`src/rtl/uart_rx_pkg.sv`:
```
// Shared definitions for the UART receive path: FSM encoding, default bit timing and
// the MMU address map / status word layout seen by the core.
package uart_rx_pkg;

    localparam int unsigned DefaultClksPerBit = 434;

    localparam logic [31:0] UartRxDataAddr   = 32'h0000_4008;
    localparam logic [31:0] UartRxStatusAddr = 32'h0000_400C;

    typedef enum logic [1:0] {
        RxIdle  = 2'd0,
        RxStart = 2'd1,
        RxData  = 2'd2,
        RxStop  = 2'd3
    } rx_state_e;

    // Status word as read from UartRxStatusAddr, bits [3:0].
    function automatic logic [31:0] rx_status_word(input logic frame_err,
                                                   input logic overrun,
                                                   input logic full,
                                                   input logic valid);
        return {28'd0, frame_err, overrun, full, valid};
    endfunction

endpackage

```
`src/rtl/sync_fifo.sv`:
```
// Single-clock show-ahead FIFO with wrap-bit pointers; head word is driven to zero when
// empty. Pops while empty and pushes while full (without a pop) are ignored.
module sync_fifo #(
    parameter int unsigned Width = 8,
    parameter int unsigned Depth = 8
) (
    input  logic             clk_i,
    input  logic             rst_ni,
    input  logic             push_i,
    input  logic             pop_i,
    input  logic [Width-1:0] din_i,
    output logic [Width-1:0] dout_o,
    output logic             empty_o,
    output logic             full_o
);

    localparam int unsigned AddrW = $clog2(Depth);

    logic [AddrW:0]   wr_ptr_q, wr_ptr_d;
    logic [AddrW:0]   rd_ptr_q, rd_ptr_d;
    logic [Width-1:0] mem_q [Depth];
    logic             pop_en;
    logic             push_en;

    always_comb begin
        empty_o = (wr_ptr_q == rd_ptr_q);
        full_o  = (wr_ptr_q[AddrW] != rd_ptr_q[AddrW]) &&
                  (wr_ptr_q[AddrW-1:0] == rd_ptr_q[AddrW-1:0]);
        pop_en  = pop_i && !empty_o;
        // A pop in the same cycle frees the slot, so a push into a full FIFO still lands.
        push_en = push_i && (!full_o || pop_en);

        wr_ptr_d = wr_ptr_q;
        rd_ptr_d = rd_ptr_q;
        if (push_en) begin
            wr_ptr_d = wr_ptr_q + 1'b1;
        end
        if (pop_en) begin
            rd_ptr_d = rd_ptr_q + 1'b1;
        end

        dout_o = empty_o ? '0 : mem_q[rd_ptr_q[AddrW-1:0]];
    end

    always_ff @(posedge clk_i or negedge rst_ni) begin
        if (!rst_ni) begin
            wr_ptr_q <= '0;
            rd_ptr_q <= '0;
        end else begin
            wr_ptr_q <= wr_ptr_d;
            rd_ptr_q <= rd_ptr_d;
        end
    end

    always_ff @(posedge clk_i) begin
        if (push_en) begin
            mem_q[wr_ptr_q[AddrW-1:0]] <= din_i;
        end
    end

endmodule

```
`src/rtl/uart_rx.sv`:
```
// 8N1 UART receiver: pin synchronizer, mid-bit sampling FSM, sticky error flags and a
// show-ahead receive FIFO polled by the MMU.
module uart_rx
    import uart_rx_pkg::*;
#(
    parameter int unsigned ClksPerBit = DefaultClksPerBit,
    parameter int unsigned FifoDepth  = 8
) (
    input  logic       clk_i,
    input  logic       rst_ni,
    input  logic       rx_i,
    input  logic       read_en_i,
    input  logic       clear_err_i,
    output logic [7:0] rx_data_o,
    output logic       rx_valid_o,
    output logic       rx_full_o,
    output logic       overrun_o,
    output logic       frame_err_o
);

    localparam int unsigned CntW = $clog2(ClksPerBit);
    localparam logic [CntW-1:0] CntFull = CntW'(ClksPerBit - 1);
    localparam logic [CntW-1:0] CntHalf = CntW'(ClksPerBit / 2 - 1);

    rx_state_e       state_q, state_d;
    logic [CntW-1:0] cnt_q, cnt_d;
    logic [2:0]      bit_q, bit_d;
    logic [7:0]      shift_q, shift_d;
    logic            rx_meta_q, rx_s_q, prev_q;
    logic [1:0]      fill_q;
    logic            overrun_q, overrun_d;
    logic            frame_err_q, frame_err_d;
    logic            start_det;
    logic            stop_ok;
    logic            stop_bad;
    logic            fifo_empty;
    logic            fifo_full;
    logic            overrun_set;

    // fill_q keeps prev_q at 0 until rx_s_q holds a real pin sample, so the reset value
    // of the synchronizer can never fake a falling edge on a line held low.
    always_ff @(posedge clk_i or negedge rst_ni) begin
        if (!rst_ni) begin
            rx_meta_q <= 1'b1;
            rx_s_q    <= 1'b1;
            prev_q    <= 1'b0;
            fill_q    <= 2'b00;
        end else begin
            rx_meta_q <= rx_i;
            rx_s_q    <= rx_meta_q;
            prev_q    <= fill_q[1] & rx_s_q;
            fill_q    <= {fill_q[0], 1'b1};
        end
    end

    assign start_det = prev_q && !rx_s_q;

    always_comb begin
        state_d  = state_q;
        cnt_d    = cnt_q + 1'b1;
        bit_d    = bit_q;
        shift_d  = shift_q;
        stop_ok  = 1'b0;
        stop_bad = 1'b0;

        unique case (state_q)
            RxIdle: begin
                cnt_d = '0;
                if (start_det) begin
                    state_d = RxStart;
                end
            end
            RxStart: begin
                if (cnt_q == CntHalf) begin
                    cnt_d   = '0;
                    bit_d   = 3'd0;
                    state_d = rx_s_q ? RxIdle : RxData;
                end
            end
            RxData: begin
                if (cnt_q == CntFull) begin
                    cnt_d   = '0;
                    shift_d = {rx_s_q, shift_q[7:1]};
                    bit_d   = bit_q + 3'd1;
                    if (bit_q == 3'd7) begin
                        state_d = RxStop;
                    end
                end
            end
            RxStop: begin
                // Leaving at mid stop bit lets the next start edge follow without a gap.
                if (cnt_q == CntFull) begin
                    cnt_d    = '0;
                    stop_ok  = rx_s_q;
                    stop_bad = !rx_s_q;
                    state_d  = RxIdle;
                end
            end
            default: begin
                state_d = RxIdle;
                cnt_d   = '0;
            end
        endcase
    end

    always_ff @(posedge clk_i or negedge rst_ni) begin
        if (!rst_ni) begin
            state_q <= RxIdle;
            cnt_q   <= '0;
            bit_q   <= 3'd0;
            shift_q <= 8'h00;
        end else begin
            state_q <= state_d;
            cnt_q   <= cnt_d;
            bit_q   <= bit_d;
            shift_q <= shift_d;
        end
    end

    sync_fifo #(
        .Width (8),
        .Depth (FifoDepth)
    ) u_fifo (
        .clk_i   (clk_i),
        .rst_ni  (rst_ni),
        .push_i  (stop_ok),
        .pop_i   (read_en_i),
        .din_i   (shift_q),
        .dout_o  (rx_data_o),
        .empty_o (fifo_empty),
        .full_o  (fifo_full)
    );

    // A full FIFO is never empty, so a read_en here is always a real pop.
    assign overrun_set = stop_ok && fifo_full && !read_en_i;

    always_comb begin
        overrun_d   = overrun_q;
        frame_err_d = frame_err_q;
        if (clear_err_i) begin
            overrun_d   = 1'b0;
            frame_err_d = 1'b0;
        end
        if (overrun_set) begin
            overrun_d = 1'b1;
        end
        if (stop_bad) begin
            frame_err_d = 1'b1;
        end
    end

    always_ff @(posedge clk_i or negedge rst_ni) begin
        if (!rst_ni) begin
            overrun_q   <= 1'b0;
            frame_err_q <= 1'b0;
        end else begin
            overrun_q   <= overrun_d;
            frame_err_q <= frame_err_d;
        end
    end

    assign rx_valid_o  = !fifo_empty;
    assign rx_full_o   = fifo_full;
    assign overrun_o   = overrun_q;
    assign frame_err_o = frame_err_q;

endmodule

```
`config.mk`:
```
export PLATFORM = sky130hd
export DESIGN_NAME = uart_rx
export DESIGN_NICKNAME = d
export VERILOG_FILES = /design/src/rtl/uart_rx_pkg.sv /design/src/rtl/sync_fifo.sv /design/src/rtl/uart_rx.sv
export SDC_FILE = /design/constraint.sdc
export NUM_CORES = 1
export LEC_CHECK = 0
export BUFFER_PORTS_ARGS = -buffer_cell sky130_fd_sc_hd__buf_2
export CORE_ASPECT_RATIO = 0.5
export CORE_MARGIN = 2
export CORE_UTILIZATION = 25
export CTS_CLUSTER_SIZE = 40
export DETAILED_ROUTE_END_ITERATION = 12
export GPL_ROUTABILITY_DRIVEN = 1
export PLACE_DENSITY = 0.36
export SYNTH_ARGS = -nofsm -noshare
export SYNTH_HDL_FRONTEND = slang
export SYNTH_SLANG_ARGS = --single-unit
```
`constraint.sdc`:
```
create_clock -name clk_i -period 4 [get_ports clk_i]
set_input_delay 0.4 -clock clk_i [delete_from_list [all_inputs] [get_ports clk_i]]
set_output_delay 0.4 -clock clk_i [all_outputs]
set_load 0.005 [all_outputs]
```
# Word-level counts from Yosys, hierarchy flattened
# Memories as Yosys holds them, arrays and structs flattened.
# Index checks and enable logic that the tools add are counted.
[classes]
addsub = 4
n_reduce_logical = 19
n_eq_ne = 14
bitwise = 1
muxes = 23
[op_table]
columns = ["op", "count"]
rows = [
  ["case mux 9 bit (3 select lines)", 1],
  ["2-to-1 mux 9 bit", 2],
  ["2-to-1 mux 2 bit", 6],
  ["!= test 2 bit (second input constant)", 5],
  ["adder 9 x 1 -> 9 bit (second input constant)", 1],
  ["equality test 9 x 8 -> 1 bit (second input constant)", 1],
  ["equality test 9 bit (second input constant)", 1],
  ["2-to-1 mux 1 bit", 9],
  ["adder 4 x 1 -> 4 bit (second input constant)", 2],
  ["2-to-1 mux 8 bit", 1],
  ["case mux 2 bit (4 select lines)", 1],
  ["logical AND 1 bit", 6],
  ["2-to-1 mux 3 bit", 2],
  ["case mux 3 bit (2 select lines)", 1],
  ["nonzero test 2 bit", 3],
  ["AND reduction 5 bit", 1],
  ["equality test 2 bit (second input constant)", 2],
  ["equality test 4 bit", 1],
  ["logical NOT 1 bit", 4],
  ["adder 3 x 1 -> 3 bit (second input constant)", 1],
  ["equality test 3 bit", 1],
  ["equality test 3 bit (second input constant)", 1],
  ["AND reduction 3 bit", 1],
  ["equality test 2 x 1 -> 1 bit (second input constant)", 1],
  ["6 further kinds", 6],
]
[totals]
n_memories = 1
input_bits = 5
ram_bits = 64
wordCells = 74
out_inout_bits = 12
ff_bits = 37
[mem_list]
columns = ["name", "depth", "width", "rd", "rd_ports_with_merged_regs", "wr", "line", "rtl"]
rows = [
  ["u_fifo.mem_q", 8, 8, 1, 0, 1, "sync_fifo.sv:21", "logic [Width-1:0] mem_q [Depth];"],
]

# Depth between registers and ports, before layout
[depth]
depth_word = 7
depth_mapped = 7

# By module
# From an unflattened synthesis, not the netlist that was laid out.
[hier_totals]
cells_unflattened = 276
hier_area_um2 = 4312.9
[modules_own_cells]
columns = ["mod", "seq_area_each_um2", "cells_each", "area_each_um2", "n_inst"]
rows = [
  ["sync_fifo", 2122.0, 157, 3025.4, 1],
  ["uart_rx", 728.2, 119, 1287.5, 1],
]

# Worst setup path after synthesis
# No wires, ideal clock.
[synth_timing]
path_type = "register -> register"
start = "register cnt_q[1]"
end = "memory u_fifo.mem_q[0][0], enable pin"
arrival_ps = 2013
setup_ps = 395
setup_slack_ps = 1592
period_less_slack_ps = 2408
path_buffers = 1
path_stages_with_launch = 8
path_cell_list = "dfrtp_1 > inv_1 > ha_1 > and4_1 > nand3_1 > a21o_1 > buf_6 > nor4_1"
[synth_between]
elab_chain_cells = 6
[synth_rtl]
columns = ["item", "line", "rtl"]
rows = [
  ["start: declaration", "uart_rx.sv:26", "logic [CntW-1:0] cnt_q, cnt_d;"],
  ["start signal: assignment", "uart_rx.sv:114", "cnt_q <= cnt_d;"],
  ["equality test 9 bit", "uart_rx.sv:92", "if (cnt_q == CntFull) begin"],
  ["2-to-1 mux 1 bit", "uart_rx.sv:92", ""],
  ["2-to-1 mux 1 bit", "uart_rx.sv:66", "unique case (state_q)"],
  ["logical AND 1 bit", "sync_fifo.sv:31", "push_en = push_i && (!full_o || pop_en);"],
  ["2-to-1 mux 1 bit", "sync_fifo.sv:56", "if (push_en) begin"],
  ["2-to-1 mux 1 bit (implied by the code)", "sync_fifo.sv:57", "mem_q[wr_ptr_q[AddrW-1:0]] <= din_i;"],
  ["end: declaration", "sync_fifo.sv:21", ""],
]
# No other way between the ends.

# Worst setup path after layout
[layout_timing]
start = "register u_fifo.rd_ptr_q[1]"
end = "memory u_fifo.mem_q[4][2], enable pin"
[layout_between]
elab_chain_cells = 7
elab_cells_between_ends = 10
[layout_rtl]
columns = ["item", "line", "rtl"]
rows = [
  ["start: declaration", "sync_fifo.sv:20", "logic [AddrW:0] rd_ptr_q, rd_ptr_d;"],
  ["start signal: assignment", "sync_fifo.sv:51", "rd_ptr_q <= rd_ptr_d;"],
  ["equality test 4 bit or equality test 3 bit (tied branches)", "sync_fifo.sv:26, sync_fifo.sv:28", ""],
  ["logical NOT 1 bit or logical AND 1 bit (tied branches)", "sync_fifo.sv:29, sync_fifo.sv:27", ""],
  ["logical AND 1 bit or logical NOT 1 bit (tied branches)", "sync_fifo.sv:29, sync_fifo.sv:31", ""],
  ["logical OR 1 bit (*)", "sync_fifo.sv:31", ""],
  ["logical AND 1 bit (*)", "sync_fifo.sv:31", ""],
  ["2-to-1 mux 1 bit (*)", "sync_fifo.sv:56", ""],
  ["2-to-1 mux 1 bit (implied by the code) (*)", "sync_fifo.sv:57", ""],
]
# Every way passes the cells marked *; elsewhere a longest branch is shown, timed or not.

==> flow_summary.yaml <==
yosys:
  synth_top_family_by_area: "multiplexers"
  synth_compound_area_frac: 0.02392
  synth_cells: 258
  synth.cell_area_um2: 4289
  post-synth-top-count-cell: "edfxtp_1"
  synth_simple_gate_area_share: 0.08285
  synth-main-ff-cell: "edfxtp_1"
  synth.top_cells.by_area: "edfxtp_1 45%, dfrtp_1 20%, mux4_2 4.7%"
  synth_largest_type_area_fraction: 0.4481
  synth.area.mux_share: 0.1447
  synthAdderAreaFrac: 0.02042
  post_synth_xor_area_fraction: 0.03471
  postSynthNetCount: 270
  netlist_top_cells_count: "64 x edfxtp_1, 35 x dfrtp_1, 20 x nor2_1"
  synth_edf_count: 64
  yosysUniqueCellTypes: 48
  syn_avg_cell_area_um2: 16.62
  fraction_of_registers_with_async_set_reset: 0.3663
  synthesis.yosys.warnings: 0
  synth_seq_cells: 101
  synth_top_cell_by_area: "edfxtp_1"
  yosysSeqAreaShare: 0.6645
route:
  avgViaCountPerCell: 4.231
  detailedRoute.firstPassIterationCount: 4
  drt_iter0_markers: 172
  drt.antenna.violating_nets: 0
  dr_total_vias: 2162
  drc: 0
  finalWirelength_um: 8738
  detail_route.wl_per_cell_um: 17.10
clock_network:
  worst_setup_hold_path_clk_slew_ps: 70
  postCtsHoldBufs: 0
  h-tree-depth: 3
  tritoncts.num_buffers: 9
  clkLatencyLatePin_ps: 350
  max-clock-path-buffers: 2
  clock_sinks: 101
  cts_repair_resizes: 0
  cts-root-buf: "clkbuf_16"
  post_cts_buffers: 0
  tritoncts: "yes"
finish:
  nets: 291
  antenna_cells: 0
  layout-drive-gt1-share: 0.2676
  multiInputGateArea_um2: 1363
  postLayoutCoreUtil: 0.3011
  syn_to_final_growth_pct: 16.51
  seqCellArea_um2: 2850
  fillCellCount: 1662
power:
  power_density_nw_per_um2: 497.7
  vdd.ir_drop.worst_v: 0.0002145
  power.total_uw: 2487
  cellLeakagePower_uw: 0.001656
floorplan:
  ioPinCount: 17
  die_h_um: 96.62
  rows: 33
  dieArea_um2: 18280
  floorplan.core_area_um2: 16600
  die_x_um: 189.2
  initial_core_util: 0.2584
outcome:
  run_status: "finished clean"
timing:
  drv_slew: 0
  min_period_over_period: 0.7222
  final_count_of_hold_timing_violations: 0
  timing.max_slew.rel_slack: 0.3532
  final.setup_skew_ps: 9.208
  finalSetupTns_ps: 0
  timing.final.setup_violations: 0
  max_freq_ghz: 0.3461
  worst-slew-pin-transition_ps: 962.2
  setup_slack_ps: 1111
  final_period_minus_worst_setup_slack_ps: 2889
  unrepaired_setup_endpoints_after_global_routing: "no"
critical_path:
  endpoint_of_the_worst_slack_reg_to_reg_timing_path: "u_fifo.mem_q[4][2]$_DFFE_PP_"
  r2r_cells: 5
  timing.critical_path.arrival_ps: 2860
  timing.critical_path.fanout_max: 20
  startpoint_type: "flop"
  reg2reg_from: "u_fifo.rd_ptr_q[1]$_DFFE_PN0P_"
  worstPathRequired_ps: 3970
  r2r_slack_ps: 1110
  criticalPathCategory: "reg -> reg"
  crit_path_start: "u_fifo.rd_ptr_q[1]$_DFFE_PN0P_"
  endpoint_kind: "flop"
flow_run:
  number_of_maximum_capacitance_violations: 0
min_path:
  hold_end: "rx_meta_q$_DFF_PN1_"
  hold_crit_start: "rx_i"
  holdCritPathClass: "in -> reg"
  whs_path_depth: 1
global_routing:
  track_usage: 0.1036
  antenna_found_initial: 0
  largest_net_degree_at_the_start_of_global_routing: 38
  grt_overflow: 0
  grt_first_pass_wirelength_um: 14100
  first_global_vias: 2313
placement:
  gpl.final_weighted_congestion: 0.7303
  port-buffer-count: 16
  post_dp_hpwl_um: 5827
  place_worst_setup_slack_ps: 1077
## flip-flops by register name, indices dropped and copies added (netlist names), 2 cells and up, named ones only
name	cells
fill_q	2
bit_q	3
u_fifo.rd_ptr_q	4
cnt_q	9
u_fifo.wr_ptr_q	4
u_fifo.mem_q	64
shift_q	8
## report_power, final
group / internal (uW) / switching, uW
registers: 1120 / 55.9
logic: 158 / 165
clock network: 565 / 419
total: 1850 / 640
## through the flow
| step | hold WS [ps] | cells | cell area, um^2 |
|---|---|---|---|
| after floorplan | 104.4 | 258 | 4289 |
| after global placement | 333.3 | 495 | 4663 |
| after detailed placement | 334.7 | 495 | 4663 |
| after CTS | 132.6 | 511 | 4997 |
| after global routing | 130.4 | 511 | 4997 |
| final | 148.8 | 511 | 4997 |
## kinds of logic (layout without fill, tap and decap cells)
group / after synthesis / after routing
mux: 37 / 37
fa+ha+maj: 7 / 7
xor+xnor: 17 / 17
flops: 101 / 101
compound gates: 13 / 13
other cells: 1 / 1
buf+inv: 23 / 49
simple gates: 59 / 59
## area by class of cell
class,count,area share
well taps,227,0.05684
flip-flops and latches,101,0.5704
clock buffers,9,0.04507
inverters,11,0.008262
repair buffers,22,0.02504
multi-input cells,134,0.2727
clock inverters,7,0.02178
## layer usage
layer  global-route usage  wire [um]  part of all wire
met5                    0          0                 0
met4              0.02683         95             0.011
met3              0.03229        260             0.030
met2               0.1522       3844              0.44
met1               0.1480       4537              0.52
## critical path, stage by stage (launching register included)
cell,delay [ps]
dfrtp_1,940
xnor2_1,190
nand4_1,200
inv_2,70
a21o_1,330
nor4_2,770
## cell usage in the layout (no fill, tap or decap), drive strengths merged, types with 2 or more instances in the layout
master	n
a21o	2
and2	2
and3	3
and4b	2
buf	22
bufinv	2
clkbuf	9
dfrtp	35
dfstp	2
edfxtp	64
ha	7
inv	16
mux2	13
mux2i	8
mux4	16
nand2	2
nand2b	2
nand3	6
nand4	4
nor2	20
nor2b	2
nor4	7
nor4b	2
o211ai	2
o21ai	2
or3	2
xnor2	12
xor2	5
## worst max path at each step
stage | end | slack, ps | depth (start not counted)
5_1_grt | u_fifo.mem_q[6][5]$_DFFE_PP_ | 870 | 5
3_3_place_gp | u_fifo.mem_q[5][6]$_DFFE_PP_ | 1200 | 5
3_5_place_dp | u_fifo.mem_q[6][4]$_DFFE_PP_ | 1080 | 5
6_report | u_fifo.mem_q[4][2]$_DFFE_PP_ | 1110 | 5
4_1_cts | u_fifo.mem_q[4][6]$_DFFE_PP_ | 1070 | 5
2_1_floorplan | u_fifo.mem_q[0][0]$_DFFE_PP_ | 1590 | 7
No activity file was read; power rests on OpenSTA's default activity.
